**config.mk**
```make
export PLATFORM = sky130hd
export DESIGN_NAME = mux_n_1_wb_reg_flat
export DESIGN_NICKNAME = d
export VERILOG_FILES = /design/src/rtl/mux_n_1_wb_reg_pkg.sv /design/src/rtl/mux_n_1_wb_reg_if.sv /design/src/rtl/mux_n_1_wb_reg_rr_pick.sv /design/src/rtl/mux_n_1_wb_reg.sv /design/src/flat_wrapper.sv
export SDC_FILE = /design/constraint.sdc
export NUM_CORES = 1
export LEC_CHECK = 0
export ABC_AREA = 1
export CAP_MARGIN = 20
export CORE_AREA = 2 2 67 69
export CTS_BUF_LIST = sky130_fd_sc_hd__clkbuf_8
export DETAILED_ROUTE_END_ITERATION = 10
export DIE_AREA = 0 0 69 71
export MAX_ROUTING_LAYER = met4
export PLACE_DENSITY_LB_ADDON = 0.12
export SLEW_MARGIN = 20
export SYNTH_ARGS = -nofsm -noshare
export SYNTH_HDL_FRONTEND = slang
export SYNTH_SLANG_ARGS = --single-unit
```
**constraint.sdc**
```tcl
create_clock -name clk -period 2.3 [get_ports clk]
set_input_delay 0.345 -clock clk [delete_from_list [all_inputs] [get_ports clk]]
set_output_delay 0.345 -clock clk [all_outputs]
set_load 0.05 [all_outputs]
```
**src/rtl/mux_n_1_wb_reg_pkg.sv**
```systemverilog
// Shared constants for the N:1 registered multiplexer.
// Holds the mode encodings and a constant-foldable clog2 used to size
// channel indices. Build option MUX_RR_EN enables round-robin mode in
// the top level.
package mux_pkg;

  localparam logic MODE_DIRECT = 1'b0;
  localparam logic MODE_RR     = 1'b1;

  // Smallest r with (1 << r) >= n; usable in parameter expressions.
  function automatic int clog2(input int n);
    int r;
    r = 0;
    for (int i = 0; i < 31; i++) begin
      if ((1 << i) < n) r = i + 1;
    end
    return r;
  endfunction

endpackage

```
**src/rtl/mux_n_1_wb_reg_if.sv**
```systemverilog
// Bus bundle between the channel sources / downstream sink (master side)
// and the multiplexer (slave side).
//
// Handshake: a transfer on input channel i happens on a rising edge where
// in_valid[i] && in_ready[i]; a transfer on the output happens on a rising
// edge where out_valid && out_ready. in_ready is a combinational response to
// the current cycle's inputs and is one-hot or zero. out_data/out_chan are
// stable while out_valid is high and out_ready is low.
interface mux_n_1_wb_reg_if
  import mux_pkg::*;
#(
  parameter int WIDTH    = 4,
  parameter int CHANNELS = 16
);

  localparam int SEL_W = clog2(CHANNELS);

  logic [CHANNELS*WIDTH-1:0] in_data;
  logic [CHANNELS-1:0]       in_valid;
  logic [CHANNELS-1:0]       in_ready;
  logic [SEL_W-1:0]          sel;
  logic                      mode;
  logic [WIDTH-1:0]          out_data;
  logic [SEL_W-1:0]          out_chan;
  logic                      out_valid;
  logic                      out_ready;

  modport master (
    output in_data, in_valid, sel, mode, out_ready,
    input  in_ready, out_data, out_chan, out_valid
  );

  modport slave (
    input  in_data, in_valid, sel, mode, out_ready,
    output in_ready, out_data, out_chan, out_valid
  );

endinterface

```
**src/rtl/mux_n_1_wb_reg_rr_pick.sv**
```systemverilog
// Combinational round-robin picker: finds the first requesting channel
// strictly after ptr, wrapping from CHANNELS-1 back to 0. ptr itself is
// examined last, so a lone requester is still found.
module rr_pick
  import mux_pkg::*;
#(
  parameter int CHANNELS = 16,
  parameter int SEL_W    = clog2(CHANNELS)
) (
  input  logic [CHANNELS-1:0] req,
  input  logic [SEL_W-1:0]    ptr,
  output logic [SEL_W-1:0]    grant,
  output logic                found
);

  localparam int NPAD = 1 << SEL_W;

  logic [NPAD-1:0]  req_pad;
  logic [SEL_W-1:0] idx;

  // Scan ptr+1 .. ptr+CHANNELS (mod CHANNELS); first hit wins.
  always_comb begin
    req_pad = '0;
    req_pad[CHANNELS-1:0] = req;
    grant = '0;
    found = 1'b0;
    idx   = '0;
    for (int i = 1; i <= CHANNELS; i++) begin
      idx = SEL_W'((int'(ptr) + i) % CHANNELS);
      if (!found && req_pad[idx]) begin
        found = 1'b1;
        grant = idx;
      end
    end
  end

endmodule

```
**src/rtl/mux_n_1_wb_reg.sv**
```systemverilog
// N:1 multiplexer with a registered, back-pressurable output stage.
// Direct mode forwards channel 'sel'; with build macro MUX_RR_EN defined a
// round-robin mode (mode=1) is also available, arbitrating from the channel
// after the last one transferred. Without MUX_RR_EN the mode input is
// ignored and only direct mode exists.
module mux_n_1_wb_reg
  import mux_pkg::*;
#(
  parameter int WIDTH    = 4,
  parameter int CHANNELS = 16
) (
  input  logic               clk,
  input  logic               rst_n,
  mux_n_1_wb_reg_if.slave    bus
);

  localparam int SEL_W = clog2(CHANNELS);
  // Channel space rounded up to a power of two so any sel value indexes
  // safely; padded channels never request, so an out-of-range sel never wins.
  localparam int NPAD  = 1 << SEL_W;

  logic                  load;
  logic                  found;
  logic                  direct_found;
  logic [SEL_W-1:0]      gidx;
  logic [NPAD-1:0]       valid_pad;
  logic [NPAD-1:0]       ready_pad;
  logic [NPAD*WIDTH-1:0] data_pad;

  logic [WIDTH-1:0]      out_data_q;
  logic [SEL_W-1:0]      out_chan_q;
  logic                  out_valid_q;

  // Zero-extend channel vectors into the padded index space.
  always_comb begin
    valid_pad = '0;
    valid_pad[CHANNELS-1:0] = bus.in_valid;
    data_pad = '0;
    data_pad[CHANNELS*WIDTH-1:0] = bus.in_data;
  end

  assign load         = !out_valid_q || bus.out_ready;
  assign direct_found = valid_pad[bus.sel];

`ifdef MUX_RR_EN
  logic [SEL_W-1:0] ptr_q;
  logic [SEL_W-1:0] rr_idx;
  logic             rr_found;

  rr_pick #(
    .CHANNELS (CHANNELS),
    .SEL_W    (SEL_W)
  ) u_rr_pick (
    .req   (bus.in_valid),
    .ptr   (ptr_q),
    .grant (rr_idx),
    .found (rr_found)
  );

  // Choose the grant source for this cycle from the current mode.
  always_comb begin
    found = 1'b0;
    gidx  = '0;
    if (bus.mode == MODE_RR) begin
      found = rr_found;
      gidx  = rr_idx;
    end else if (bus.mode == MODE_DIRECT) begin
      found = direct_found;
      gidx  = bus.sel;
    end
  end

  // Remember the last transferred channel, whatever mode produced it.
  always_ff @(posedge clk) begin
    if (!rst_n) begin
      ptr_q <= SEL_W'(CHANNELS - 1);
    end else if (load && found) begin
      ptr_q <= gidx;
    end
  end
`else
  logic unused_mode;
  assign unused_mode = bus.mode;
  assign found       = direct_found;
  assign gidx        = bus.sel;
`endif

  // Accept strobe goes only to the granted channel, only when the output
  // register can take a word, and never while reset is asserted.
  always_comb begin
    ready_pad = '0;
    if (rst_n && load && found) ready_pad[gidx] = 1'b1;
  end
  assign bus.in_ready = ready_pad[CHANNELS-1:0];

  // Output stage: load on grant, drain to empty when nothing is granted,
  // hold while downstream stalls.
  always_ff @(posedge clk) begin
    if (!rst_n) begin
      out_valid_q <= 1'b0;
      out_data_q  <= '0;
      out_chan_q  <= '0;
    end else if (load) begin
      if (found) begin
        out_valid_q <= 1'b1;
        out_data_q  <= data_pad[gidx*WIDTH +: WIDTH];
        out_chan_q  <= gidx;
      end else begin
        out_valid_q <= 1'b0;
      end
    end
  end

  assign bus.out_data  = out_data_q;
  assign bus.out_chan  = out_chan_q;
  assign bus.out_valid = out_valid_q;

endmodule
```
**src/flat_wrapper.sv**
```systemverilog
// flat-port wrapper written by rule: the top's interface ports become plain ports
module mux_n_1_wb_reg_flat import mux_pkg::*;
#(
  parameter int WIDTH    = 4,
  parameter int CHANNELS = 16
)
  (clk, rst_n, bus_in_data, bus_in_valid, bus_sel, bus_mode, bus_out_ready, bus_in_ready, bus_out_data, bus_out_chan, bus_out_valid);
  mux_n_1_wb_reg_if #(.WIDTH(WIDTH), .CHANNELS(CHANNELS)) bus_i ();
  input  logic clk;
  input  logic rst_n;
  input wire logic [$bits(bus_i.in_data)-1:0] bus_in_data;
  input wire logic [$bits(bus_i.in_valid)-1:0] bus_in_valid;
  input wire logic [$bits(bus_i.sel)-1:0] bus_sel;
  input wire logic [$bits(bus_i.mode)-1:0] bus_mode;
  input wire logic [$bits(bus_i.out_ready)-1:0] bus_out_ready;
  output wire logic [$bits(bus_i.in_ready)-1:0] bus_in_ready;
  output wire logic [$bits(bus_i.out_data)-1:0] bus_out_data;
  output wire logic [$bits(bus_i.out_chan)-1:0] bus_out_chan;
  output wire logic [$bits(bus_i.out_valid)-1:0] bus_out_valid;
  assign bus_i.in_data = bus_in_data;
  assign bus_i.in_valid = bus_in_valid;
  assign bus_i.sel = bus_sel;
  assign bus_i.mode = bus_mode;
  assign bus_i.out_ready = bus_out_ready;
  assign bus_in_ready = bus_i.in_ready;
  assign bus_out_data = bus_i.out_data;
  assign bus_out_chan = bus_i.out_chan;
  assign bus_out_valid = bus_i.out_valid;
  mux_n_1_wb_reg #(.WIDTH(WIDTH), .CHANNELS(CHANNELS)) u_core (.clk(clk), .rst_n(rst_n), .bus(bus_i));
endmodule
```
Word-level counts from Yosys, hierarchy flattened
Cells that the tools add are included.

Register bits: 9. Input bits: 88. Output and inout bits: 25. Word-level logic and storage cells: 18.

Order comparisons: 2. Shift operators: 1. Multiplexer cells: 6. Reduce and logical (&&, ||, !) cells: 6.

Operators with widths (number): 64-bit by 7-bit indexed part select with 4-bit output (1); 16-bit two-way mux (1); 4-bit by 5-bit < comparator with 1-bit output, second input constant (1); 1-bit binary-select mux with 4-bit select (1); 1-bit demux with 4-bit select (1); 4-bit by 1-bit greater-or-equal comparator with 1-bit output, second input constant (1); 1-bit logical AND (3); 1-bit two-way mux (3); 2-bit AND reduction (1); 1-bit zero test (1); 1-bit logical OR (1).

Longest topological paths before layout
Depth after elaboration: 5. Mapped depth: 14. Gate-level depth less buffers: 12.

Worst setup path before layout
Ideal clock, no wire load.

Path kind: in2out. Start point: input bus_sel[0]. End point: output bus_in_ready[0]. Arrival: 1865 ps. Data required time: 1955 ps. Setup slack: 90 ps. Cell stages on the path: 13. Path buffers: 2. Cells stage by stage: buf_6 > inv_6 > buf_8 > nand2_1 > nand2_1 > nand2_1 > nand2_1 > nand2_1 > nand2_2 > nor2_4 > nor2_8 > nand2_4 > nor2_1.

Longest elaborated chain between the ends: 5. Elaborated cells on any way between the ends: 9.

Ends and longest elaborated chain: from (decl) (line flat_wrapper.sv:13) `input wire logic [$bits(bus_i.sel)-1:0] bus_sel;`; 4-bit by 5-bit < comparator with 1-bit output (implied by the code) or 4-bit by 1-bit greater-or-equal comparator with 1-bit output (tied branches) (line mux_n_1_wb_reg.sv:92) `if (rst_n && load && found) ready_pad[gidx] = 1'b1;`; 1-bit logical AND (implied by the code) (line mux_n_1_wb_reg.sv:92); 1-bit two-way mux (implied by the code) (line mux_n_1_wb_reg.sv:92); 1-bit demux with 4-bit select; 16-bit two-way mux * (line mux_n_1_wb_reg.sv:92); to (decl) (line flat_wrapper.sv:16) `output wire logic [$bits(bus_i.in_ready)-1:0] bus_in_ready;`.

Every way passes the cells marked *; elsewhere a longest branch is shown, timed or not. The select of a mux whose other input is x is not followed.

Worst setup path after layout
Start point: input bus_in_valid[5]. End point: output bus_in_ready[5].

Longest elaborated chain between the ends: 4.

Ends and longest elaborated chain: from (decl) (line flat_wrapper.sv:12) `input wire logic [$bits(bus_i.in_valid)-1:0] bus_in_valid;`; 1-bit binary-select mux with 4-bit select (line mux_n_1_wb_reg.sv:43) `assign direct_found = valid_pad[bus.sel];`; 1-bit two-way mux (implied by the code) (line mux_n_1_wb_reg.sv:43); 1-bit logical AND (line mux_n_1_wb_reg.sv:92); 16-bit two-way mux (line mux_n_1_wb_reg.sv:92).

No other way between the ends. The select of a mux whose other input is x is not followed.

==> tab_implementation.tex <==
\begin{tabular}{lr}
\hline
Metric & Value \\
\hline
\multicolumn{2}{l}{\textbf{Outcome}} \\
\quad Run status & finished clean \\
\multicolumn{2}{l}{\textbf{Placement}} \\
\quad Count of buffers from port buffering & 111 \\
\quad HPWL Detailed & 4.28 mm \\
\quad Cells after DPL & 493 \\
\quad Final RePlAce weighted congestion & 0.862 \\
\quad Instance area after placement & 0.00289 mm\^{}2 \\
\quad Worst slack at placement & -0.145 ns \\
\multicolumn{2}{l}{\textbf{Timing}} \\
\quad Setup Total Neg Slack & 0 ns \\
\quad Final-report hold violation count & 0 \\
\quad Crit path time final & 2.20 ns \\
\quad Worst Tran Pin Value & 0.535 ns \\
\quad Final critical-path share of the clock period & 0.957 \\
\quad Highest attainable clock frequency & 0.454 GHz \\
\quad Number of pins with negative max-slew slack in the final report & 0 \\
\quad Final WS setup & 0.0983 ns \\
\quad Slew HR & 0.642 \\
\quad Maximum clock skew at final layout & between 0.002 and 0.0025 ns \\
\quad Number of setup violations in the final report & 0 \\
\multicolumn{2}{l}{\textbf{Logic synthesis}} \\
\quad Fraction of post-synthesis cell area in the top cell type by area & 0.585 \\
\quad Post-synthesis cell type count & 18 \\
\quad Most area-consuming cells after synthesis & sky130\_fd\_sc\_hd\_\_nand2\_1, sky130\_fd\_sc\_hd\_\_dfxtp\_1, sky130\_fd\_sc\_hd\_\_nor2\_1 \\
\quad Number of synthesized register bits & 9 \\
\quad Number of enable flip-flop cells after synthesis & 0 \\
\quad Number of instances in the synthesized netlist & roughly 330 \\
\quad Sequential cell area fraction in the yosys report & 0.119 \\
\quad Synthesized area per cell & 4.65 um\^{}2 \\
\quad Synthesized cell area & between 0.0015 and 0.002 mm\^{}2 \\
\quad Synthesized net count & 414 \\
\quad Top cell type by total area after synthesis & sky130\_fd\_sc\_hd\_\_nand2\_1 \\
\quad Count of warnings emitted by yosys & 0 \\
\quad Main flop type after synthesis & sky130\_fd\_sc\_hd\_\_dfxtp\_1 \\
\quad Async set or reset register ratio after synthesis & 0 \\
\multicolumn{2}{l}{\textbf{GRT}} \\
\quad Overall fraction of global-route tracks in use & 0.242 \\
\quad Number of global-route vias before repair & 2,274 \\
\quad Remaining Overflow, GRT & 0 \\
\quad Maximum number of pins on one net before global-route repair & 32 \\
\quad Global-route wire length before repair & 9.65 mm \\
\quad Initial antenna violation count & 0 \\
\multicolumn{2}{l}{\textbf{Clocking}} \\
\quad Clock Path Buffers & 2 \\
\quad Hold-fix buffers at CTS & 0 \\
\quad Number of levels in the clock H-tree & 1 \\
\quad Clock-pin transition on the worst setup and hold timing paths & 0.05 ns \\
\quad CTS Root Buffer Type & sky130\_fd\_sc\_hd\_\_clkbuf\_8 \\
\quad Clock buffer count from CTS & 3 \\
\quad Number of sinks driven by the clock tree & 9 \\
\quad CTS tree & done \\
\quad Clock insertion delay at the later pin of the skew report & 0.23 ns \\
\multicolumn{2}{l}{\textbf{Critical path}} \\
\quad Highest fanout seen on the critical path & 8 \\
\quad Required time of the worst setup path & 1.96 ns \\
\quad R2R setup slack & around 1.0 ns \\
\quad Number of cell instances on the worst register-to-register path & 6 \\
\quad Beginning of the critical path & bus\_in\_valid[5] \\
\quad RR Startpoint & u\_core.bus.out\_valid \\
\quad Worst setup EP type & output pin \\
\quad Path type of the worst setup path & in -> out \\
\quad Capture instance of the worst register-to-register path & u\_core.bus.out\_data[3] \\
\quad Crit path launch type & primary input \\
\quad Critical path arrival & 1.86 ns \\
\multicolumn{2}{l}{\textbf{Routing}} \\
\quad Number of routed nets with antenna violations & 0 \\
\quad Drt drc & 0 \\
\quad TritonRoute pass-1 iters & 4 \\
\quad Aggregate routed wire length & around 5.7 mm \\
\quad Detail-routed net length per standard cell & about 11 um \\
\quad Initial drt markers & 124 \\
\quad Via Count & 2,265 \\
\quad Via/cell ratio & 4.50 \\
\multicolumn{2}{l}{\textbf{Final layout}} \\
\quad Layout-stage area growth over the synthesis result & 104\% \\
\quad Final instance count without filler cells & 503 \\
\quad Final standard cell area without fillers & 0.00309 mm\^{}2 \\
\quad Number of antenna diodes & 0 \\
\quad Share of final-layout standard cells stronger than drive strength 1 & 0.157 \\
\quad Net count of the finished layout & 540 \\
\multicolumn{2}{l}{\textbf{Min path}} \\
\quad End of the worst hold path & u\_core.bus.out\_chan[2] \\
\quad Startpoint of the worst hold path & u\_core.bus.out\_chan[2] \\
\quad Worst min path class & reg -> reg \\
\quad Cell depth of the worst hold path & 2 \\
\multicolumn{2}{l}{\textbf{Floorplan}} \\
\quad I/O pin cnt & 113 \\
\quad Floorplan core area & 0.00420 mm\^{}2 \\
\quad Horizontal die dimension & 69 um \\
\quad Initial Utilization & 0.360 \\
\quad Die extent in y & slightly above 70 um \\
\quad Full die area & 0.00490 mm\^{}2 \\
\quad FP Rows & 24 \\
\multicolumn{2}{l}{\textbf{Pwr}} \\
\quad Pwr per Cell Area & 307 mW/mm\^{}2 \\
\quad IR drop worst, VDD & about 330 uV \\
\quad Total leakage power & about 1.5 nW \\
\multicolumn{2}{l}{\textbf{Job}} \\
\quad Max-capacitance violation count & 0 \\
\hline
\end{tabular}
[layout by cell type, fill, tap and decap left out]
| cell type | count |
|---|---|
| sky130_fd_sc_hd__a21boi_0 | 1 |
| sky130_fd_sc_hd__buf_12 | 17 |
| sky130_fd_sc_hd__buf_4 | 20 |
| sky130_fd_sc_hd__buf_6 | 2 |
| sky130_fd_sc_hd__clkbuf_8 | 3 |
| sky130_fd_sc_hd__clkdlybuf4s15_1 | 1 |
| sky130_fd_sc_hd__clkdlybuf4s50_1 | 89 |
| sky130_fd_sc_hd__clkinv_1 | 1 |
| sky130_fd_sc_hd__dfxtp_1 | 9 |
| sky130_fd_sc_hd__dlygate4sd2_1 | 3 |
| sky130_fd_sc_hd__dlymetal6s2s_1 | 2 |
| sky130_fd_sc_hd__inv_1 | 7 |
| sky130_fd_sc_hd__inv_2 | 2 |
| sky130_fd_sc_hd__inv_4 | 1 |
| sky130_fd_sc_hd__inv_8 | 1 |
| sky130_fd_sc_hd__nand2_1 | 235 |
| sky130_fd_sc_hd__nand2_2 | 2 |
| sky130_fd_sc_hd__nand2_8 | 2 |
| sky130_fd_sc_hd__nand3_1 | 7 |
| sky130_fd_sc_hd__nor2_1 | 24 |
| sky130_fd_sc_hd__nor2_2 | 8 |
| sky130_fd_sc_hd__nor2_4 | 12 |
| sky130_fd_sc_hd__nor2_8 | 1 |
| sky130_fd_sc_hd__o211ai_1 | 1 |
[where the power goes]
part | leakage, nW | internal (mW) | switching (mW)
Combinational | 1.43 | 0.278 | 0.304
Sequential | 0.0745 | 0.176 | 0.0101
Clock | 0.0269 | 0.116 | 0.0624
Total | 1.54 | 0.571 | 0.377
[kinds of logic after synthesis]
logic type / after synthesis / share of synthesized area
buf+inv: 25 / 0.0966
simple gates: 290 / 0.775
compound gates: 2 / 0.00991
flops: 9 / 0.119
[layer usage]
layer,wire length (um),track usage
met1,2430,0.278
met2,2770,0.434
met3,328,0.0370
met4,127,0.0741
met5,0,-
[synthesized netlist by cell type (3+ instances only)]
cell type                 count
sky130_fd_sc_hd__nor2_4       3
sky130_fd_sc_hd__nand3_1      7
sky130_fd_sc_hd__nor2_1      30
sky130_fd_sc_hd__buf_2       11
sky130_fd_sc_hd__nor2_2      11
sky130_fd_sc_hd__nand2_1    236
sky130_fd_sc_hd__buf_6        3
sky130_fd_sc_hd__dfxtp_1      9
sky130_fd_sc_hd__inv_1        7
[how the worst max path moves through the flow]
stage	endpoint	slack (ns)	cells after the start
floorplan	bus_in_ready[0]	0.09	13
global placement	bus_in_ready[2]	-0.12	14
detailed placement	bus_in_ready[4]	-0.14	14
CTS	bus_in_ready[6]	0.07	12
global route	bus_in_ready[5]	-0.009	12
finish	bus_in_ready[5]	0.1	12
[timing repair]
item / 4_1_cts / 5_1_grt
gates resized for setup: 26 / 5
endpoints found under the setup margin: 16 / 16
setup buffers: 3 / 1
gates cloned: 1 / 1
pin swaps: 5 / 12
[critical path, cell delays in order]
cell and delay, ns:
sky130_fd_sc_hd__clkdlybuf4s50_1 0.46, sky130_fd_sc_hd__nand2_1 0.05, sky130_fd_sc_hd__nand2_1 0.05, sky130_fd_sc_hd__nand2_1 0.04
sky130_fd_sc_hd__nand2_1 0.06, sky130_fd_sc_hd__nand2_1 0.06, sky130_fd_sc_hd__nand2_2 0.10, sky130_fd_sc_hd__nor2_4 0.06
sky130_fd_sc_hd__nor2_8 0.17, sky130_fd_sc_hd__nand2_8 0.14, sky130_fd_sc_hd__nor2_4 0.17, sky130_fd_sc_hd__buf_12 0.14
[flip-flops by register name (all words and copies together), names as in the netlist]
register,flops
u_core.bus.out_chan,4
u_core.bus.out_data,4
u_core.bus.out_valid,1
[cell type report]
type	count	area, um^2
inverter	10	45.0
timing repair inverter	1	6.26
multi-input combinational	293	1280
sequential	9	180
clock inverter	1	3.75
fill	350	1120
timing repair buffer	134	1470
tap	52	65.1
clock buffer	3	41.3
[metrics by stage]
step / total power, mW / util / hold WS (ns)
4_1_cts: 0.952 / 0.728 / 0.482
6_report: 0.947 / 0.734 / 0.479
5_1_grt: 1.02 / 0.734 / 0.503
3_3_place_gp: 0.730 / 0.688 / 0.457
3_5_place_dp: 0.737 / 0.688 / 0.469
2_1_floorplan: 0.484 / - / 0.541
No activity file was read; power rests on OpenSTA's default activity.
